`src/rtl/uart_param_pkg.sv`:
```
// uart_param_pkg: parity encodings, FSM state types and bit-timing helpers shared by TX and RX.
// Parity support is compiled in only when UART_PARAM_PARITY_EN is defined.
package uart_param_pkg;

    localparam int PRESCALE_SHIFT = 3;
    localparam int CNT_W          = 16 + PRESCALE_SHIFT;

    localparam logic [1:0] PARITY_NONE     = 2'b00;
    localparam logic [1:0] PARITY_EVEN     = 2'b01;
    localparam logic [1:0] PARITY_ODD      = 2'b10;
    localparam logic [1:0] PARITY_NONE_ALT = 2'b11;

`ifdef UART_PARAM_PARITY_EN
    localparam bit PARITY_BUILD = 1'b1;
`else
    localparam bit PARITY_BUILD = 1'b0;
`endif

    typedef enum logic [2:0] {TX_IDLE, TX_START, TX_DATA, TX_PARITY, TX_STOP} tx_state_e;
    typedef enum logic [2:0] {RX_IDLE, RX_START, RX_DATA, RX_PARITY, RX_STOP} rx_state_e;

    // Counters run down to zero, so these return the reload value (length - 1).
    function automatic logic [CNT_W-1:0] bit_period_m1(input logic [15:0] prescale);
        logic [15:0] eff;
        eff = (prescale == 16'd0) ? 16'd1 : prescale;
        return ({3'b000, eff} << PRESCALE_SHIFT) - CNT_W'(1);
    endfunction

    function automatic logic [CNT_W-1:0] bit_half_m1(input logic [15:0] prescale);
        logic [15:0] eff;
        eff = (prescale == 16'd0) ? 16'd1 : prescale;
        return ({3'b000, eff} << (PRESCALE_SHIFT - 1)) - CNT_W'(1);
    endfunction

    function automatic logic parity_enabled(input logic [1:0] mode);
        return (mode != PARITY_NONE) && (mode != PARITY_NONE_ALT);
    endfunction

    function automatic logic parity_bit(input logic data_xor, input logic [1:0] mode);
        return (mode == PARITY_EVEN) ? data_xor : ~data_xor;
    endfunction

endpackage

```
`src/rtl/uart_param_rx.sv`:
```
// uart_param_rx: synchronised, mid-bit sampling UART receiver with AXI-Stream style output.
// State | meaning: IDLE wait edge | START confirm start | DATA data bits | PARITY parity bit | STOP first stop bit
module uart_param_rx
    import uart_param_pkg::*;
#(
    parameter int DATA_WIDTH = 8
) (
    input  logic                  clk,
    input  logic                  rst,
    input  logic                  rxd,
    input  logic [1:0]            parity_mode,
    input  logic [15:0]           prescale,
    output logic [DATA_WIDTH-1:0] m_axis_tdata,
    output logic                  m_axis_tvalid,
    input  logic                  m_axis_tready,
    output logic                  rx_busy,
    output logic                  rx_overrun_error,
    output logic                  rx_frame_error,
    output logic                  rx_parity_error
);

    rx_state_e             state_q, state_d;
    logic                  sync1_q, sync2_q, last_q;
    logic [CNT_W-1:0]      cnt_q, cnt_d, period_q, period_d;
    logic [3:0]            bit_q, bit_d;
    logic [DATA_WIDTH-1:0] shift_q, shift_d, tdata_q, tdata_d;
    logic [1:0]            mode_q, mode_d;
    logic                  perr_q, perr_d, valid_q, valid_d, busy_q, busy_d;
    logic                  ovr_q, ovr_d, fe_q, fe_d, pe_q, pe_d;
    logic                  tick, par_en;

    always_comb begin
        state_d  = state_q;
        cnt_d    = cnt_q;
        period_d = period_q;
        bit_d    = bit_q;
        shift_d  = shift_q;
        mode_d   = mode_q;
        perr_d   = perr_q;
        tdata_d  = tdata_q;
        valid_d  = valid_q && !m_axis_tready;
        ovr_d    = 1'b0;
        fe_d     = 1'b0;
        pe_d     = 1'b0;
        tick     = (cnt_q == '0);
        par_en   = PARITY_BUILD && parity_enabled(mode_q);
        if (state_q != RX_IDLE) begin
            cnt_d = tick ? period_q : cnt_q - CNT_W'(1);
        end
        case (state_q)
            RX_IDLE: begin
                if (last_q && !sync2_q) begin
                    state_d  = RX_START;
                    cnt_d    = bit_half_m1(prescale);
                    period_d = bit_period_m1(prescale);
                    mode_d   = parity_mode;
                    perr_d   = 1'b0;
                end
            end
            RX_START: begin
                if (tick) begin
                    state_d = sync2_q ? RX_IDLE : RX_DATA;
                    bit_d   = '0;
                end
            end
            RX_DATA: begin
                if (tick) begin
                    shift_d = {sync2_q, shift_q[DATA_WIDTH-1:1]};
                    if (bit_q == 4'(DATA_WIDTH - 1)) begin
                        state_d = par_en ? RX_PARITY : RX_STOP;
                    end else begin
                        bit_d = bit_q + 4'd1;
                    end
                end
            end
            RX_PARITY: begin
                if (tick) begin
                    perr_d  = (sync2_q != parity_bit(^shift_q, mode_q));
                    state_d = RX_STOP;
                end
            end
            RX_STOP: begin
                // Only the first stop bit is checked; a second one overlaps idle.
                if (tick) begin
                    state_d = RX_IDLE;
                    fe_d    = !sync2_q;
                    pe_d    = perr_q;
                    if (sync2_q && !perr_q) begin
                        tdata_d = shift_q;
                        ovr_d   = valid_q && !m_axis_tready;
                        valid_d = 1'b1;
                    end
                end
            end
            default: state_d = RX_IDLE;
        endcase
        busy_d = (state_d != RX_IDLE);
    end

    always_ff @(posedge clk) begin
        if (rst) begin
            sync1_q  <= 1'b1;
            sync2_q  <= 1'b1;
            last_q   <= 1'b1;
            state_q  <= RX_IDLE;
            cnt_q    <= '0;
            period_q <= '0;
            bit_q    <= '0;
            shift_q  <= '0;
            mode_q   <= PARITY_NONE;
            perr_q   <= 1'b0;
            tdata_q  <= '0;
            valid_q  <= 1'b0;
            busy_q   <= 1'b0;
            ovr_q    <= 1'b0;
            fe_q     <= 1'b0;
            pe_q     <= 1'b0;
        end else begin
            sync1_q  <= rxd;
            sync2_q  <= sync1_q;
            last_q   <= sync2_q;
            state_q  <= state_d;
            cnt_q    <= cnt_d;
            period_q <= period_d;
            bit_q    <= bit_d;
            shift_q  <= shift_d;
            mode_q   <= mode_d;
            perr_q   <= perr_d;
            tdata_q  <= tdata_d;
            valid_q  <= valid_d;
            busy_q   <= busy_d;
            ovr_q    <= ovr_d;
            fe_q     <= fe_d;
            pe_q     <= pe_d;
        end
    end

    assign m_axis_tdata     = tdata_q;
    assign m_axis_tvalid    = valid_q;
    assign rx_busy          = busy_q;
    assign rx_overrun_error = ovr_q;
    assign rx_frame_error   = fe_q;
    assign rx_parity_error  = PARITY_BUILD && pe_q;

endmodule

```
`src/rtl/uart_param.sv`:
```
// uart_param: parameterised UART; TX FSM inline, RX in uart_param_rx. Parity needs UART_PARAM_PARITY_EN.
// State | meaning: IDLE ready | START start bit | DATA data bits | PARITY parity bit | STOP stop bits
module uart_param
    import uart_param_pkg::*;
#(
    parameter int DATA_WIDTH = 8,
    parameter int STOP_BITS  = 1
) (
    input  logic                  clk,
    input  logic                  rst,
    input  logic [DATA_WIDTH-1:0] s_axis_tdata,
    input  logic                  s_axis_tvalid,
    output logic                  s_axis_tready,
    output logic [DATA_WIDTH-1:0] m_axis_tdata,
    output logic                  m_axis_tvalid,
    input  logic                  m_axis_tready,
    input  logic                  rxd,
    output logic                  txd,
    output logic                  tx_busy,
    output logic                  rx_busy,
    output logic                  rx_overrun_error,
    output logic                  rx_frame_error,
    output logic                  rx_parity_error,
    input  logic [1:0]            parity_mode,
    input  logic [15:0]           prescale
);

    tx_state_e             tx_state_q, tx_state_d;
    logic [CNT_W-1:0]      tx_cnt_q, tx_cnt_d, tx_period_q, tx_period_d;
    logic [3:0]            tx_bit_q, tx_bit_d;
    logic [DATA_WIDTH-1:0] tx_data_q, tx_data_d;
    logic                  tx_par_en_q, tx_par_en_d, tx_par_q, tx_par_d;
    logic                  txd_q, txd_d, tready_q, tready_d, tx_busy_q, tx_busy_d;
    logic                  tx_tick;

    always_comb begin
        tx_state_d  = tx_state_q;
        tx_cnt_d    = tx_cnt_q;
        tx_period_d = tx_period_q;
        tx_bit_d    = tx_bit_q;
        tx_data_d   = tx_data_q;
        tx_par_en_d = tx_par_en_q;
        tx_par_d    = tx_par_q;
        txd_d       = txd_q;
        tready_d    = 1'b0;
        tx_busy_d   = tx_busy_q;
        tx_tick     = (tx_cnt_q == '0);
        if (tx_state_q != TX_IDLE) begin
            tx_cnt_d = tx_tick ? tx_period_q : tx_cnt_q - CNT_W'(1);
        end
        case (tx_state_q)
            TX_IDLE: begin
                if (s_axis_tvalid && tready_q) begin
                    // Frame configuration is frozen here for the whole frame.
                    tx_state_d  = TX_START;
                    txd_d       = 1'b0;
                    tx_busy_d   = 1'b1;
                    tx_data_d   = s_axis_tdata;
                    tx_period_d = bit_period_m1(prescale);
                    tx_cnt_d    = bit_period_m1(prescale);
                    tx_par_en_d = PARITY_BUILD && parity_enabled(parity_mode);
                    tx_par_d    = parity_bit(^s_axis_tdata, parity_mode);
                end else begin
                    tready_d = 1'b1;
                end
            end
            TX_START: begin
                if (tx_tick) begin
                    tx_state_d = TX_DATA;
                    txd_d      = tx_data_q[0];
                    tx_bit_d   = '0;
                end
            end
            TX_DATA: begin
                if (tx_tick) begin
                    if (tx_bit_q == 4'(DATA_WIDTH - 1)) begin
                        tx_state_d = tx_par_en_q ? TX_PARITY : TX_STOP;
                        txd_d      = tx_par_en_q ? tx_par_q : 1'b1;
                        tx_bit_d   = '0;
                    end else begin
                        tx_data_d = tx_data_q >> 1;
                        txd_d     = tx_data_q[1];
                        tx_bit_d  = tx_bit_q + 4'd1;
                    end
                end
            end
            TX_PARITY: begin
                if (tx_tick) begin
                    tx_state_d = TX_STOP;
                    txd_d      = 1'b1;
                    tx_bit_d   = '0;
                end
            end
            TX_STOP: begin
                if (tx_tick) begin
                    if (tx_bit_q == 4'(STOP_BITS - 1)) begin
                        tx_state_d = TX_IDLE;
                        tx_busy_d  = 1'b0;
                        tready_d   = 1'b1;
                    end else begin
                        tx_bit_d = tx_bit_q + 4'd1;
                    end
                end
            end
            default: begin
                tx_state_d = TX_IDLE;
                txd_d      = 1'b1;
                tx_busy_d  = 1'b0;
            end
        endcase
    end

    always_ff @(posedge clk) begin
        if (rst) begin
            tx_state_q  <= TX_IDLE;
            tx_cnt_q    <= '0;
            tx_period_q <= '0;
            tx_bit_q    <= '0;
            tx_data_q   <= '0;
            tx_par_en_q <= 1'b0;
            tx_par_q    <= 1'b0;
            txd_q       <= 1'b1;
            tready_q    <= 1'b0;
            tx_busy_q   <= 1'b0;
        end else begin
            tx_state_q  <= tx_state_d;
            tx_cnt_q    <= tx_cnt_d;
            tx_period_q <= tx_period_d;
            tx_bit_q    <= tx_bit_d;
            tx_data_q   <= tx_data_d;
            tx_par_en_q <= tx_par_en_d;
            tx_par_q    <= tx_par_d;
            txd_q       <= txd_d;
            tready_q    <= tready_d;
            tx_busy_q   <= tx_busy_d;
        end
    end

    assign txd           = txd_q;
    assign s_axis_tready = tready_q;
    assign tx_busy       = tx_busy_q;

    uart_param_rx #(
        .DATA_WIDTH(DATA_WIDTH)
    ) u_rx (
        .clk              (clk),
        .rst              (rst),
        .rxd              (rxd),
        .parity_mode      (parity_mode),
        .prescale         (prescale),
        .m_axis_tdata     (m_axis_tdata),
        .m_axis_tvalid    (m_axis_tvalid),
        .m_axis_tready    (m_axis_tready),
        .rx_busy          (rx_busy),
        .rx_overrun_error (rx_overrun_error),
        .rx_frame_error   (rx_frame_error),
        .rx_parity_error  (rx_parity_error)
    );

endmodule
```
`config.mk`:
```
export PLATFORM = sky130hd
export DESIGN_NAME = uart_param
export DESIGN_NICKNAME = d
export VERILOG_FILES = /design/src/rtl/uart_param_pkg.sv /design/src/rtl/uart_param_rx.sv /design/src/rtl/uart_param.sv
export SDC_FILE = /design/constraint.sdc
export NUM_CORES = 1
export LEC_CHECK = 0
export CORE_UTILIZATION = 61
export DETAILED_ROUTE_END_ITERATION = 10
export PLACE_DENSITY = 0.82
export SLEW_MARGIN = 20
export SYNTH_ARGS = -nofsm -noshare
export SYNTH_HDL_FRONTEND = slang
export SYNTH_HIERARCHICAL = 1
export SYNTH_SLANG_ARGS = --single-unit
```
`constraint.sdc`:
```
create_clock -name clk -period 3.6 [get_ports clk]
set_input_delay 0.54 -clock clk [delete_from_list [all_inputs] [get_ports clk]]
set_output_delay 0.54 -clock clk [all_outputs]
set_load 0.005 [all_outputs]
```
# --- Yosys cells after proc, flatten, opt, wreduce, memory -nomap -nowiden ---
# Index checks and enable logic that the tools add are counted.
word_totals:
  register_bits: 127
  inputBits: 31
  output_inout_bits: 16
  wordCells: 158
classes:
  add_sub_neg: 6
  eq_ne: 27
  mux: 60
  bitwise: 6
  reduce_logical: 36
ops:
  columns: ["op", "n"]
  rows:
  - ["19-bit 2-to-1 mux", 8]
  - ["19-bit by 1-bit subtractor with 19-bit output, second input constant", 3]
  - ["3-bit 2-to-1 mux", 13]
  - ["19-bit logical NOT", 2]
  - ["4-bit 2-to-1 mux", 8]
  - ["3-bit case mux with 5 select lines", 2]
  - ["8-bit 2-to-1 mux", 3]
  - ["2-bit inequality test, second input constant", 10]
  - ["18-bit by 1-bit subtractor with 19-bit output, second input constant", 1]
  - ["1-bit 2-to-1 mux", 17]
  - ["16-bit logical NOT", 1]
  - ["16-bit 2-to-1 mux", 1]
  - ["8-bit case mux with 2 select lines", 1]
  - ["3-bit by 2-bit == test with 1-bit output, second input constant", 4]
  - ["4-bit case mux with 3 select lines", 1]
  - ["4-bit AND reduction", 3]
  - ["3-bit nonzero test", 4]
  - ["2-bit by 1-bit inequality test with 1-bit output, second input constant", 5]
  - ["5-bit AND reduction", 2]
  - ["4-bit by 1-bit adder with 4-bit output, second input constant", 2]
  - ["4-bit by 3-bit == test with 1-bit output, second input constant", 2]
  - ["4-bit case mux with 2 select lines", 1]
  - ["8-bit XOR reduction", 1]
  - ["7-bit AND reduction", 1]
  - ["19 further kinds", 39]

# --- Logic depth before layout (Yosys ltp) ---
logic_depth:
  depth_word: 6
  depth_mapped: 10

# --- Modules after synthesis ---
# Netlist, hierarchy kept.
modules_own_cells:
  columns: ["mod", "instances", "cells_per_inst", "area_each_um2", "seq_area_each_um2"]
  rows:
  - ["uart_param_rx", 1, 443, 3672.3, 1381.3]
  - ["uart_param", 1, 401, 3233.1, 1081.0]

# --- Worst setup path before layout ---
# Ideal clock, no wire load.
synth_timing:
  path_kind: "input port to flip-flop"
  startpoint: "in prescale[0]"
  endpoint: "reg u_rx.cnt_q[10]"
  setup_ns: 0.119
  t_arrival_ns: 2.545
  t_required_ns: 3.481
  setup_slack_ns: 0.936
  cell_stages: 10
  cell_sequence: "or4_1 clkbuf_1 nor4_2 nor2_1 ha_1 nor3b_1 nand2_1 xor2_1 o21ai_0 o2bb2ai_1"
synth_between:
  elab_chain_cells: 5
synth_rtl:
  columns: ["item", "line_no", "source"]
  rows:
  - ["start, declared", "uart_param.sv:25", "input logic [15:0] prescale"]
  - ["16-bit logical NOT", "uart_param_pkg.sv:31", "eff = (prescale == 16'd0) ? 16'd1 : prescale;"]
  - ["16-bit 2-to-1 mux (*)", "uart_param_pkg.sv:31", null]
  - ["18-bit by 1-bit subtractor with 19-bit output (*)", "uart_param_pkg.sv:32", "return ({3'b000, eff} << (PRESCALE_SHIFT - 1)) - CNT_W'(1);"]
  - ["19-bit 2-to-1 mux (*)", "uart_param_rx.sv:52", "if (last_q && !sync2_q) begin"]
  - ["19-bit 2-to-1 mux (*)", "uart_param_rx.sv:50", "case (state_q)"]
  - ["end signal, assigned", "uart_param_rx.sv:123", "cnt_q <= cnt_d;"]
  - ["end, declared", "uart_param_rx.sv:24", "logic [CNT_W-1:0] cnt_q, cnt_d, period_q, period_d;"]
# Every way passes the cells marked *; elsewhere a longest branch is shown, timed or not.
# A chain may end at the register's enable or synchronous reset.

# --- Final worst setup path ---
layout_timing:
  startpoint: "in prescale[6]"
  endpoint: "reg tx_cnt_q[13]"
layout_between:
  elab_chain_cells: 5
layout_rtl:
  columns: ["item", "line_no", "source"]
  rows:
  - ["16-bit logical NOT", "uart_param_pkg.sv:25", "eff = (prescale == 16'd0) ? 16'd1 : prescale;"]
  - ["16-bit 2-to-1 mux (*)", "uart_param_pkg.sv:25", null]
  - ["19-bit by 1-bit subtractor with 19-bit output (*)", "uart_param_pkg.sv:26", "return ({3'b000, eff} << PRESCALE_SHIFT) - CNT_W'(1);"]
  - ["19-bit 2-to-1 mux (*)", "uart_param.sv:53", "if (s_axis_tvalid && tready_q) begin"]
  - ["19-bit 2-to-1 mux (*)", "uart_param.sv:51", "case (tx_state_q)"]
  - ["end signal, assigned", "uart_param.sv:127", "tx_cnt_q <= tx_cnt_d;"]
  - ["end, declared", "uart_param.sv:29", "logic [CNT_W-1:0] tx_cnt_q, tx_cnt_d, tx_period_q, tx_period_d;"]
# Marked as above.

==> impl_metrics.tcl <==
set metrics [dict create \
    run_status "complete, no violations" \
    vias 6718 \
    crit_required_ns 3.91 \
    syn-num-nets 882 \
    grt_remaining_overflow 0 \
    layout.core_utilization_pct 74.1 \
    post-place-cells 998 \
    layout.filler_cells 866 \
    post-cts-setup-buffers 0 \
    design.portCount 47 \
    synthCells 844 \
    insertedDiodeCount 0 \
    type_of_the_worst_setup_path "primary input to flip-flop" \
    cts_sinks 123 \
    clock_latency_ns 0.43 \
    max_clock_skew_ns 0.00695 \
    final_critical_path_setup_slack_ns 0.584 \
    post_layout_nonfiller_instances 1030 \
    floorplan.die.width_um 108 \
    critical_path_arrival_ns 3.33 \
    dominant_combinational_cell_family_by_area_after_synthesis "simple AND/OR/NAND/NOR gates" \
    worst_hold_path_type "flip-flop to flip-flop" \
    wire_per_inst_um 18.9 \
    die_area_um2 11700 \
    synth_xor_area_share_pct 5.58 \
    synth_top_flop_cell "dfxtp_1" \
    initial_utilization_pct 63.1 \
    worstSetupStartpoint "prescale[6]" \
    grt_pass1_wl_um 31200 \
    globalplace.congestion 0.900 \
    dp_worst_setup_slack_ns 0.216 \
    die_height_um 108 \
    timing.final.setup_violations 0 \
    grt_start_max_net_pins 50 \
    max_clock_freq_mhz 332 \
    timing.final.hold_violations 0 \
    maxCapViolCount 0 \
    hp-start "u_rx/sync1_q$_SDFF_PP1_" \
    sequential_cell_area_fraction_in_the_yosys_report_pct 35.7 \
    slew_headroom_pct 49.7 \
    antenna_found_initial 0 \
    ff_latch_area_um2 2460 \
    period_minus_slack_ns 3.02 \
    yosys-mux-area-fraction_pct 3.37 \
    synth-edff-count 0 \
    setup-tns-final_ns 0 \
    end_kind "flip-flop" \
    start_kind "primary input" \
    synth_cell_types 74 \
    finalWirelength_um 19400 \
    detail_route.iter0.violations 795 \
    first_pass_iters 6 \
    hpwl_um 13300 \
    synth-seq-cells 123 \
    placeableCoreArea_um2 10900 \
    slew_at_the_pin_closest_to_its_max_slew_limit_ns 0.749 \
    avgSynthCellArea_um2 8.18 \
    drive_above_1_share_pct 10.3 \
    area_taken_by_multi_input_logic_gates_um2 4160 \
    synthesis.area_um2 6910 \
    cts_inserted_buffers 17 \
    slew_viol_final 0 \
    port_buffers 45 \
    async_set_or_reset_flop_fraction_in_the_synthesized_netlist_pct 0 \
    final_min_period_over_clock_period_pct 83.8 \
    basic_gate_share_of_the_synthesized_area_counting_and_or_nand_and_nor_cells_pct 27.3 \
    route.detailed.drc 0 \
    all_layer_global_routing_usage_pct 34.3 \
    fin_total_pwr_w 0.00449 \
    grt_pass1_vias 6378 \
    complex_gate_fraction_of_the_synthesized_area_pct 22.5 \
    cts_resized 0 \
    viasPerCell 6.52 \
    antenna_violating_nets_post_route 0 \
    cts.htree.levels 4 \
    r2r-start "u_rx/cnt_q[5]$_SDFF_PP0_" \
    clk_transition_reported_paths_ns 0.06 \
    cts_buffer_depth 2 \
    holdBufCountCts 0 \
    grt_setup_unrepaired "no" \
    synth_warnings 6 \
    share_of_synthesized_cell_area_in_full_adder_half_adder_and_majority_cells_pct 1.27 \
    ctsRootBufferMaster "clkbuf_16" \
    power.ir.vdd_worst_mv 0.444 \
    cts_tree "done" \
    final_net_count 915 \
    syn2layout_area_growth_pct 17.3 \
    path_max_fanout 7 \
    rows 38 \
    p_leak_nw 2.81 \
    power_density_nw_per_um2 554 \
]
metrics by stage:
stage	hold slack [ns]	area, um2
final	0.409	8100
after global routing	0.430	8100
after CTS	0.408	8100
after detailed placement	0.396	7490
after global placement	0.395	7490
after floorplan	0.389	6910
path summary, 6_finish.rpt:
kind	slack, ns	endpoint	cells past startpoint
worst min-delay path	0.41	u_rx/sync2_q$_SDFF_PP1_	1
worst max-delay path	0.58	tx_cnt_q[13]$_SDFF_PP0_	10
worst max register to register	0.96	u_rx/m_axis_tdata[1]$_SDFFE_PP0P_	5
worst min register to register	0.41	u_rx/sync2_q$_SDFF_PP1_	1
kinds of logic (layout without fill, tap and decap cells):
logic type | Yosys count | in the layout
buf+inv | 67 | 113
xor+xnor | 44 | 44
simple gates | 341 | 341
other cells | 1 | 1
flops | 123 | 123
compound gates | 238 | 238
mux | 23 | 23
fa+ha+maj | 7 | 7
state kept, by name (all words and copies together) (netlist names), 2 cells and up:
signal             count
tx_bit_q               4
tx_cnt_q              19
tx_data_q              8
tx_period_q           17
tx_state_q             3
u_rx/bit_q             4
u_rx/cnt_q            19
u_rx/m_axis_tdata      8
u_rx/mode_q            2
u_rx/period_q         17
u_rx/shift_q           8
u_rx/state_q           3
critical path: stages:
cell             delay, ns
clkdlybuf4s50_1       0.65
nor4_2                0.16
nor2b_1               0.19
a31oi_1               0.23
ha_1                  0.21
nor3b_1               0.64
nand3_1               0.20
xor2_1                0.26
a21oi_1               0.10
o21bai_1              0.15
cell usage after synthesis (all sizes together), types with 4 or more instances:
cell     count  area, um2
nor2b        6       37.5
o31ai        9       67.6
a31oi       16        100
clkbuf      40        151
o21bai       6       45.0
o2bb2ai      4       35.0
o211ai      17        133
nand4       11       75.1
nand2       78        308
and3         4       25.0
o21ai       50        250
o22ai        5       31.3
a211oi      40        305
dfxtp      123       2460
o31a         6       52.6
xnor2       29        254
or2          4       25.0
or4         17        139
or3b         4       35.0
nor3        42        226
nor4        21        223
ha           7       87.6
mux2i       21        210
nor2        87        334
xor2        15        131
nor3b       10       86.3
inv         12       45.0
nand2b      11       68.8
a21oi       53        265
buf         15       93.8
nand4b       4       35.0
a21o         6       45.0
nand3       17       95.1
and2         5       31.3
or3         12       75.1
area by class of cell:
type	instances	share of cell area (%)
Multi-Input combinational cell	654	51.3
Clock inverter	9	1.36
Timing Repair Buffer	69	8.06
Tap cell	140	2.16
Sequential cell	123	30.4
Clock buffer	23	6.15
Inverter	12	0.556
where the power goes:
group / internal (W) / switching, W
Sequential: 0.00147 / 0.000130
Clock: 0.00111 / 0.000616
Combinational: 0.000459 / 0.000706
Total: 0.00304 / 0.00145
cell usage in the layout (no fill, tap or decap), drive strengths merged, types with 9 or more instances in the layout:
master,netlist,layout
dfxtp,123,123
nor2,87,87
nand2,78,78
a21oi,53,53
o21ai,50,50
clkdlybuf4s50,0,44
nor3,42,42
a211oi,40,40
xnor2,29,29
buf,15,25
clkbuf,40,23
mux2i,21,21
nor4,21,21
o211ai,17,17
nand3,17,17
or4,17,17
a31oi,16,16
xor2,15,15
inv,12,13
or3,12,12
nand2b,11,11
nand4,11,11
nor3b,10,10
o31ai,9,9
per-layer routing:
layer,vias up,GRT usage (%),part of all wire (%)
li1,3192,-,-
met1,3189,40.5,41
met2,275,57.1,49
met3,62,6.57,5.5
met4,0,21.6,4.3
met5,-,0,0
Note: power is estimated with default switching activity, not from simulation.
